$ cat src/rtl/uart_tx_frame.sv
// UART frame serializer: start bit, DATA_WIDTH data bits LSB-first, optional
// even/odd parity bit, stop bit. One clk cycle is one bit period.
module uart_tx_frame #(
  parameter int DATA_WIDTH = 8
) (
  input  logic                  clk,
  input  logic                  rst,
  input  logic [DATA_WIDTH-1:0] p_data,
  input  logic                  data_valid,
  input  logic                  par_en,
  input  logic                  par_typ,
  output logic                  tx_out,
  output logic                  busy
);

  localparam int CNT_W = (DATA_WIDTH > 1) ? $clog2(DATA_WIDTH) : 1;
  localparam logic [CNT_W-1:0] LAST_BIT = CNT_W'(DATA_WIDTH - 1);

  typedef enum logic [2:0] {
    S_IDLE   = 3'd0,
    S_START  = 3'd1,
    S_DATA   = 3'd2,
    S_PARITY = 3'd3,
    S_STOP   = 3'd4
  } state_t;

  state_t                r_state;
  logic [DATA_WIDTH-1:0] r_shift;
  logic [CNT_W-1:0]      r_cnt;
  logic                  r_par_en;
  logic                  r_par_bit;
  logic                  r_tx;
  logic                  r_busy;

  // Handshake: data_valid is sampled only in IDLE; anything presented while
  // busy=1 (STOP cycle included) is dropped, so upstream must hold or
  // re-present the word until it sees busy=0. Frames are thus separated by
  // at least one idle-high cycle.
  always_ff @(posedge clk or negedge rst) begin
    if (!rst) begin
      r_state   <= S_IDLE;
      r_shift   <= '0;
      r_cnt     <= '0;
      r_par_en  <= 1'b0;
      r_par_bit <= 1'b0;
      r_tx      <= 1'b1;
      r_busy    <= 1'b0;
    end else begin
      case (r_state)
        S_IDLE: begin
          if (data_valid) begin
            // Parity is fixed at latch time so live inputs cannot alter it.
            r_shift   <= p_data;
            r_par_en  <= par_en;
            r_par_bit <= (^p_data) ^ par_typ;
            r_state   <= S_START;
            r_tx      <= 1'b0;
            r_busy    <= 1'b1;
          end else begin
            r_tx   <= 1'b1;
            r_busy <= 1'b0;
          end
        end
        S_START: begin
          r_tx    <= r_shift[0];
          r_shift <= {1'b0, r_shift[DATA_WIDTH-1:1]};
          r_cnt   <= '0;
          r_state <= S_DATA;
        end
        S_DATA: begin
          if (r_cnt == LAST_BIT) begin
            r_cnt <= '0;
            if (r_par_en) begin
              r_tx    <= r_par_bit;
              r_state <= S_PARITY;
            end else begin
              r_tx    <= 1'b1;
              r_state <= S_STOP;
            end
          end else begin
            r_cnt   <= r_cnt + 1'b1;
            r_tx    <= r_shift[0];
            r_shift <= {1'b0, r_shift[DATA_WIDTH-1:1]};
          end
        end
        S_PARITY: begin
          r_tx    <= 1'b1;
          r_state <= S_STOP;
        end
        S_STOP: begin
          r_tx    <= 1'b1;
          r_busy  <= 1'b0;
          r_state <= S_IDLE;
        end
        default: begin
          r_tx    <= 1'b1;
          r_busy  <= 1'b0;
          r_state <= S_IDLE;
        end
      endcase
    end
  end

  assign tx_out = r_tx;
  assign busy   = r_busy;

endmodule
$ cat config.mk
export PLATFORM = sky130hd
export DESIGN_NAME = uart_tx_frame
export DESIGN_NICKNAME = d
export VERILOG_FILES = /design/src/rtl/uart_tx_frame.sv
export SDC_FILE = /design/constraint.sdc
export NUM_CORES = 1
export LEC_CHECK = 0
export CAP_MARGIN = 5
export CORE_MARGIN = 1.5
export CORE_UTILIZATION = 45
export CTS_CLUSTER_DIAMETER = 100
export DETAILED_ROUTE_END_ITERATION = 10
export GPL_ROUTABILITY_DRIVEN = 0
export HOLD_SLACK_MARGIN = 0.05
export PLACE_DENSITY = 0.76
export SLEW_MARGIN = 40
export SYNTH_ARGS = -nofsm -noshare
export SYNTH_HDL_FRONTEND = slang
export SYNTH_SLANG_ARGS = --single-unit
$ cat constraint.sdc
create_clock -name clk -period 2.5 [get_ports clk]
set_input_delay 0.625 -clock clk [delete_from_list [all_inputs] [get_ports clk]]
set_output_delay 0.625 -clock clk [all_outputs]
set_load 0.02 [all_outputs]
==> results.md, run 1 <==
- Outcome: completed
- Starting density of the core: 49.5%
- CTS tree: built
- Die Wd: 50.2 um
- Post-Syn Nets: 110
- Tot Pwr: 1.48 mW
- Clock net sink count: 18
- Via/cell ratio: 5.23
- Slowest CP cell: clkdlybuf4s50_1
- Worst r2r src: r_cnt[0]$_DFFE_PN0N_
- Synth warn: 0
- Nets: 127
- First-pass GRT wire length: 3010 um
- Worst path required time: 1880 ps
- Worst Skew: 5.04 ps
- HP Start: r_par_bit$_DFFE_PN0P_
- CP max FO: 1
- Cell Pwr Density: 1240 nW/um^2
- Final Util: 59.3%
- Area growth from synthesis to layout: 19.9%
- Initial antenna violation count: 0
- Simple-Gate Fraction of Synth Area: 13.4%
- R2R Setup Slk: 530 ps
- Buffers inserted by post-CTS timing repair: 0
- Delay-heaviest family, CP: buffers and inverters
- Critical Path Max Stage Delay: 590 ps
- Total congestion overflow: 0
- Max_cap viols: 0
- Max VDD drop: 0.595 mV
- Critical Path Sink Type: primary output
- Gr usage total: 16.0%
- Core Area: 2020 um^2
- DP Wirelength: 1350 um
- Tightest Hold Check Type: flip-flop to flip-flop
- Rel. slew slack: 65.3%
- Post-CTS Hold Fix Bufs: 0
- Worst r2r dst: r_shift[0]$_DFFE_PN0P_
- Post-synth EDFFs: 0
- Primary FF master, synth: dfrtp_1
- Cell Rows: 16
- Cells after Synth: 95
- H-tree depth: 1
- Via count: 722
- Clock Root Buffer: clkbuf_4
- Hold WS: 522 ps
- Post-Synth XOR/XNOR Area: 8.37%
- PostCTS Resize Cnt: 0
- Startpoint types: flip-flop
- IO Pins: 15
- Hold Path Depth: 1
- Diodes inserted: 0
- Syn Area/Cell: 10.5 um^2
- Hold Fails Final Rpt: 0
- Synth Cell Area: 1000 um^2
- Peak Freq: 0.490 GHz
- Routed WL: 1830 um
- Worst-Margin Slew: 521 ps
- Sequential area share after synthesis: 45.1%
- Drt pass-1 iters: 4
- Fin crit period: 2040 ps
- CTS clock-pin slew for the worst setup and hold paths: 110 ps
- Final Setup Violations: 0
- CP Data Arrival Time: 1420 ps
- Lkg Pwr: 0.497 nW
- Async SR Flop Fraction: 100%
- Critical path, cell by cell: clkdlybuf4s50_1
- Fin Setup TNS: 0 ps
- Worst skew pair latency: 300 ps
- Worst path buffer plus inverter count: 1
- Worst Reg-to-Reg Cells: 7
- Remaining DRCs: 0
- Chip Height: 50.2 um
- Die area: 2520 um^2
- Post-synthesis adder-cell area fraction: 2.50%
- Worst hold path endpoint: r_par_bit$_DFFE_PN0P_
- DRT iter0 DRCs: 17
- CTS buffer count: 3
- Multiplexer area fraction after synthesis: 10.3%
- Final worst path period share: 81.6%
- IO Port Bufs: 14
- Clock Path Buffers: 2
- Antenna viol nets, final: 0
- Slew Limit Fails: 0
- Synthesized flop and latch total: 18
- Main combinational cell family by area after synthesis: compound AO/OA/AOI/OAI gates
- Yosys cell types: 32
- Crit Path Class: flip-flop to primary output
- Unrepaired setup endpoints after global routing: no
- Largest net degree at the start of global routing: 19
- Synth Area in Compound Gates: 16.6%
- Share of layout cells above drive strength 1: 14.4%
- Vias in the first global route: 697
- Drt wl/cell: 13.3 um
cells in the mapped netlist, drive strengths merged, types with 2 or more instances:
| master | count | area [um^2] |
|---|---|---|
| dfrtp | 17 | 425 |
| a21oi | 14 | 92.6 |
| nor2 | 10 | 45.0 |
| mux2i | 8 | 80.1 |
| o21ai | 6 | 30.0 |
| xnor2 | 6 | 52.6 |
| nand2 | 5 | 18.8 |
| nor3 | 3 | 15.0 |
| buf | 2 | 18.8 |
| clkbuf | 2 | 7.51 |
| ha | 2 | 25.0 |
| inv | 2 | 7.51 |
| mux2 | 2 | 22.5 |
| nor4b | 2 | 23.8 |
| o211ai | 2 | 15.0 |
state kept, by name, summed over array words and instances (netlist names):
name       flops
busy           1
r_shift        8
r_state        3
tx_out         1
r_par_en       1
r_cnt          3
r_par_bit      1
cells by family (layout without fill, tap and decap cells):
group           Yosys count  after routing
mux                      10             10
simple gates             24             24
buf+inv                   7             23
flops                    18             18
xor+xnor                  8              8
compound gates           26             26
fa+ha+maj                 2              2
power breakdown:
group	internal [mW]	switching [mW]
clock	0.0888	0.0958
sequential	0.435	0.138
combinational	0.360	0.365
through the flow:
stage	std cells	worst slack, ps	cell area, um^2
final	138	460	1200
after global placement	134	345	1160
after floorplan	95	626	1000
after CTS	138	443	1200
after global routing	138	431	1200
after detailed placement	134	310	1160
metal layers:
layer	global-route usage (%)	part of all wire (%)
met5	0	0
met4	6.94	1.9
met3	3.57	2.3
met2	27.0	47
met1	19.6	48
cell usage in the layout, fill, tap and decap left out, types with 2 or more instances in the layout:
cell type | Yosys | layout
dfrtp_1 | 17 | 17
xnor2_1 | 6 | 6
nor2_1 | 9 | 9
inv_1 | 2 | 2
o211ai_1 | 2 | 2
nand2_1 | 5 | 5
o21ai_0 | 6 | 6
mux2i_1 | 8 | 8
nor3_1 | 3 | 3
ha_1 | 2 | 2
a21oi_2 | 3 | 3
clkdlybuf4s50_1 | 0 | 14
clkbuf_4 | 0 | 3
a21oi_1 | 10 | 10
buf_4 | 1 | 2
mux2_2 | 2 | 2
worst max-delay path by stage:
stage | startpoint | end | slack [ps] | depth (start not counted)
after CTS | tx_out$_DFF_PN1_ | tx_out | 440 | 1
after detailed placement | p_data[3] | r_par_bit$_DFFE_PN0P_ | 310 | 5
final | tx_out$_DFF_PN1_ | tx_out | 460 | 1
after global placement | p_data[6] | r_par_bit$_DFFE_PN0P_ | 350 | 5
after global routing | tx_out$_DFF_PN1_ | tx_out | 430 | 1
after floorplan | r_cnt[0]$_DFFE_PN0N_ | r_shift[7]$_DFFE_PN0P_ | 630 | 5
layout make-up:
type                            count  area [um^2]
Fill cell                         184          822
Multi-Input combinational cell     70          512
Sequential cell                    18          452
Timing Repair Buffer               16          155
Clock buffer                        4         36.3
Tap cell                           27         33.8
Inverter                            3         11.3
Power figures use the tool's default switching activity.
==> run 2, diff against run 1 <==
--- a/config.mk
+++ b/config.mk
@@ -12,7 +12,7 @@
 export DETAILED_ROUTE_END_ITERATION = 10
 export GPL_ROUTABILITY_DRIVEN = 0
 export HOLD_SLACK_MARGIN = 0.05
-export PLACE_DENSITY = 0.76
+export PLACE_DENSITY = 0.79
 export SLEW_MARGIN = 40
 export SYNTH_ARGS = -nofsm -noshare
 export SYNTH_HDL_FRONTEND = slang
==> constraint.sdc (replaced) <==
create_clock -name clk -period 1.64 [get_ports clk]
set_input_delay 0.41 -clock clk [delete_from_list [all_inputs] [get_ports clk]]
set_output_delay 0.41 -clock clk [all_outputs]
set_load 0.02 [all_outputs]
==> run 2 against run 1 <==
Wire length is 3.6% higher. Largest power group unchanged. Sequential share of layout area is 4.4 points lower. Critical path type is now flip-flop to flip-flop. Via count is 7.1% higher. Non-clock buffer count is 12 higher. Combinational power is 100% higher. Global-route usage is 2.8 points higher. The run now ends with negative setup slack left.
==> results.md, run 2 (synthesis results as in run 1) <==
- Most common cell after layout, fill and taps aside: dfrtp_1
- First-pass GRT wire length: 3530 um (+17%)
- Outcome: finished with violations
- Buffers inserted by post-CTS timing repair: 0 (unchanged)
- Switching Fraction: 39.8% (-0.56 points)
- Area growth from synthesis to layout: 35.6%
- CTS clock-pin slew for the worst setup and hold paths: 110 ps (about the same)
- Clock Root Buffer: clkbuf_4
- Max_cap viols: 0 (unchanged)
- Net Switching: 1.02 mW (+70%)
- Chip Height: 50.2 um (unchanged)
- Diodes inserted: 0 (unchanged)
- Total congestion overflow: 0 (unchanged)
- Starting density of the core: 49.5% (unchanged)
- Fin Setup TNS: -468 ps (-468 ps)
- Largest net degree at the start of global routing: 19 (unchanged)
- Post-route cell area: 1360 um^2 (+13%)
- CP max FO: 2 (+1)
- Most frequent cells in the layout: 17 x dfrtp_1, 13 x buf_4, 10 x clkdlybuf4s50_1, 8 x mux2i_1, 7 x a21oi_2
- Via/cell ratio: 5.15 (-1.5%)
- Initial antenna violation count: 0 (unchanged)
- Share of layout cells above drive strength 1: 33.3% (+19 points)
- IO Port Bufs: 14 (unchanged)
- Max reg flops: 8 (unchanged)
- Final setup margin: -96.7 ps (-556 ps)
- Critical Path Sink Type: flip-flop
- Unrepaired setup endpoints after global routing: yes
- Lkg Pwr: 0.576 nW (+16%)
- Fillers: 151 (-18%)
- Logic gate share of total power: 56.6% (+7.7 points)
- Placed cell area: 1310 um^2 (+12%)
- IO Pins: 15 (unchanged)
- Antenna viol nets, final: 0 (unchanged)
- CTS tree: built
- Crit Path Class: flip-flop to flip-flop
- Worst Skew: 3.51 ps (-1.53 ps)
- Hold Fails Final Rpt: 0 (unchanged)
- Tot Pwr: 2.56 mW (+73%)
- Failing checks: negative setup slack
- Clock Path Buffers: 2 (unchanged)
- Sequential Power Share: 32.5% (-6.2 points)
- CTS buffer count: 3 (unchanged)
- Via count: 773 (+7.1%)
- Cell Rows: 16 (unchanged)
- Core Area: 2020 um^2 (unchanged)
- Drt wl/cell: 12.7 um (-4.7%)
- Die area: 2520 um^2 (unchanged)
- CP Data Arrival Time: 1930 ps (+510 ps)
- Vias in the first global route: 817 (+17%)
- Nets: 139 (+9.4%)
- Routed WL: 1900 um (+3.6%)
- Biggest register: r_shift
- Rel. slew slack: 78.8% (+14 points)
- Final worst path period share: 106%
- Cell Pwr Density: 1890 nW/um^2 (+53%)
- Critical path, cell by cell: ha_2 -> ha_4 -> or3b_4 -> a21oi_4 -> mux2_4
- Tightest Hold Check Type: input port to asynchronous set/reset pin
- Peak Freq: 0.576 GHz
- Die Wd: 50.2 um (unchanged)
- Critical Path Max Stage Delay: 400 ps (-190 ps)
- Biggest regs: r_shift (8), r_cnt (3), r_state (3)
- Max VDD drop: 1.17 mV (+96%)
- Gr usage total: 18.8% (+2.8 points)
- Worst path required time: 1830 ps (-50 ps)
- Slew Limit Fails: 0 (unchanged)
- Internal: 1.54 mW (+74%)
- Drt pass-1 iters: 3 (-1)
- Worst skew pair latency: 300 ps (about the same)
- Worst-Margin Slew: 317 ps (-204 ps)
- H-tree depth: 1 (unchanged)
- DRT iter0 DRCs: 2 (-15)
- Hold WS: 429 ps (-92.4 ps)
- Final Setup Violations: 8 (+8)
- Remaining DRCs: 0 (unchanged)
- Slowest CP cell: dfrtp_1
- Startpoint types: flip-flop
- DP Wirelength: 1460 um (+8.1%)
- Clock net sink count: 18 (unchanged)
- Fin crit period: 1740 ps
- Clock power frac: 11.0% (-1.5 points)
- Post-CTS Hold Fix Bufs: 0 (unchanged)
-- run 2: final cells by class --
type | count | area (um^2) | area share, %
Sequential cell | 18 | 452 | 33.3
Clock buffer | 4 | 36.3 | 2.67
Tap cell | 27 | 33.8 | 2.49
Multi-Input combinational cell | 70 | 572 | 42.1
Timing Repair Buffer | 28 | 253 | 18.6
Inverter | 3 | 11.3 | 0.829
-- run 2: final timing paths --
kind	from	endpoint	slack [ps]	cells past startpoint
min in group clk	r_shift[6]$_DFFE_PN0P_	r_shift[6]$_DFFE_PN0P_	530	2
max	r_cnt[1]$_DFFE_PN0N_	r_shift[7]$_DFFE_PN0P_	-100	5
max in group asynchronous	rst	tx_out$_DFF_PN1_	960	2
min reg2reg	r_shift[6]$_DFFE_PN0P_	r_shift[6]$_DFFE_PN0P_	530	2
max reg2reg	r_cnt[1]$_DFFE_PN0N_	r_shift[7]$_DFFE_PN0P_	-100	5
min	rst	r_par_en$_DFFE_PN0P_	430	2
-- run 2: repair_timing --
action	CTS	global route
resized for setup	4	4
endpoints found under the setup margin	11	10
pin swaps	2	1
-- run 2: power groups by stage --
stage	registers, mW	clock network [mW]	logic, mW
6_report	0.832	0.281	1.45
5_1_grt	0.860	0.303	1.62
4_1_cts	0.827	0.290	1.44
3_5_place_dp	0.838	0	1.45
3_3_place_gp	0.828	0	1.41
2_1_floorplan	0.823	0	1.05
-- run 2: layer usage --
layer / vias to the layer above / global-route usage (%) / part of all wire, %
met5: - / 0 / 0
met4: 0 / 7.41 / 0.53
met3: 2 / 3.57 / 2.8
met2: 11 / 33.1 / 48
met1: 364 / 22.5 / 48
li1: 396 / - / -
-- run 2: stage by stage --
| stage | setup slack, ps | util, % | std cells |
|---|---|---|---|
| 6_report | -96.7 | 67.1 | 150 |
| 5_1_grt | -119 | 67.1 | 150 |
| 4_1_cts | -98.6 | 66.2 | 150 |
| 3_5_place_dp | -376 | 64.7 | 146 |
| 3_3_place_gp | -320 | 64.7 | 146 |
| 2_1_floorplan | -102 | - | 95 |
-- run 2: worst max-delay path: cells and delay by family (launching register included) --
| family | cells | cell delay, ps |
|---|---|---|
| compound gates | 1 | 190 |
| mux | 1 | 310 |
| fa+ha+maj | 2 | 350 |
| simple gates | 1 | 380 |
| flops | 1 | 400 |
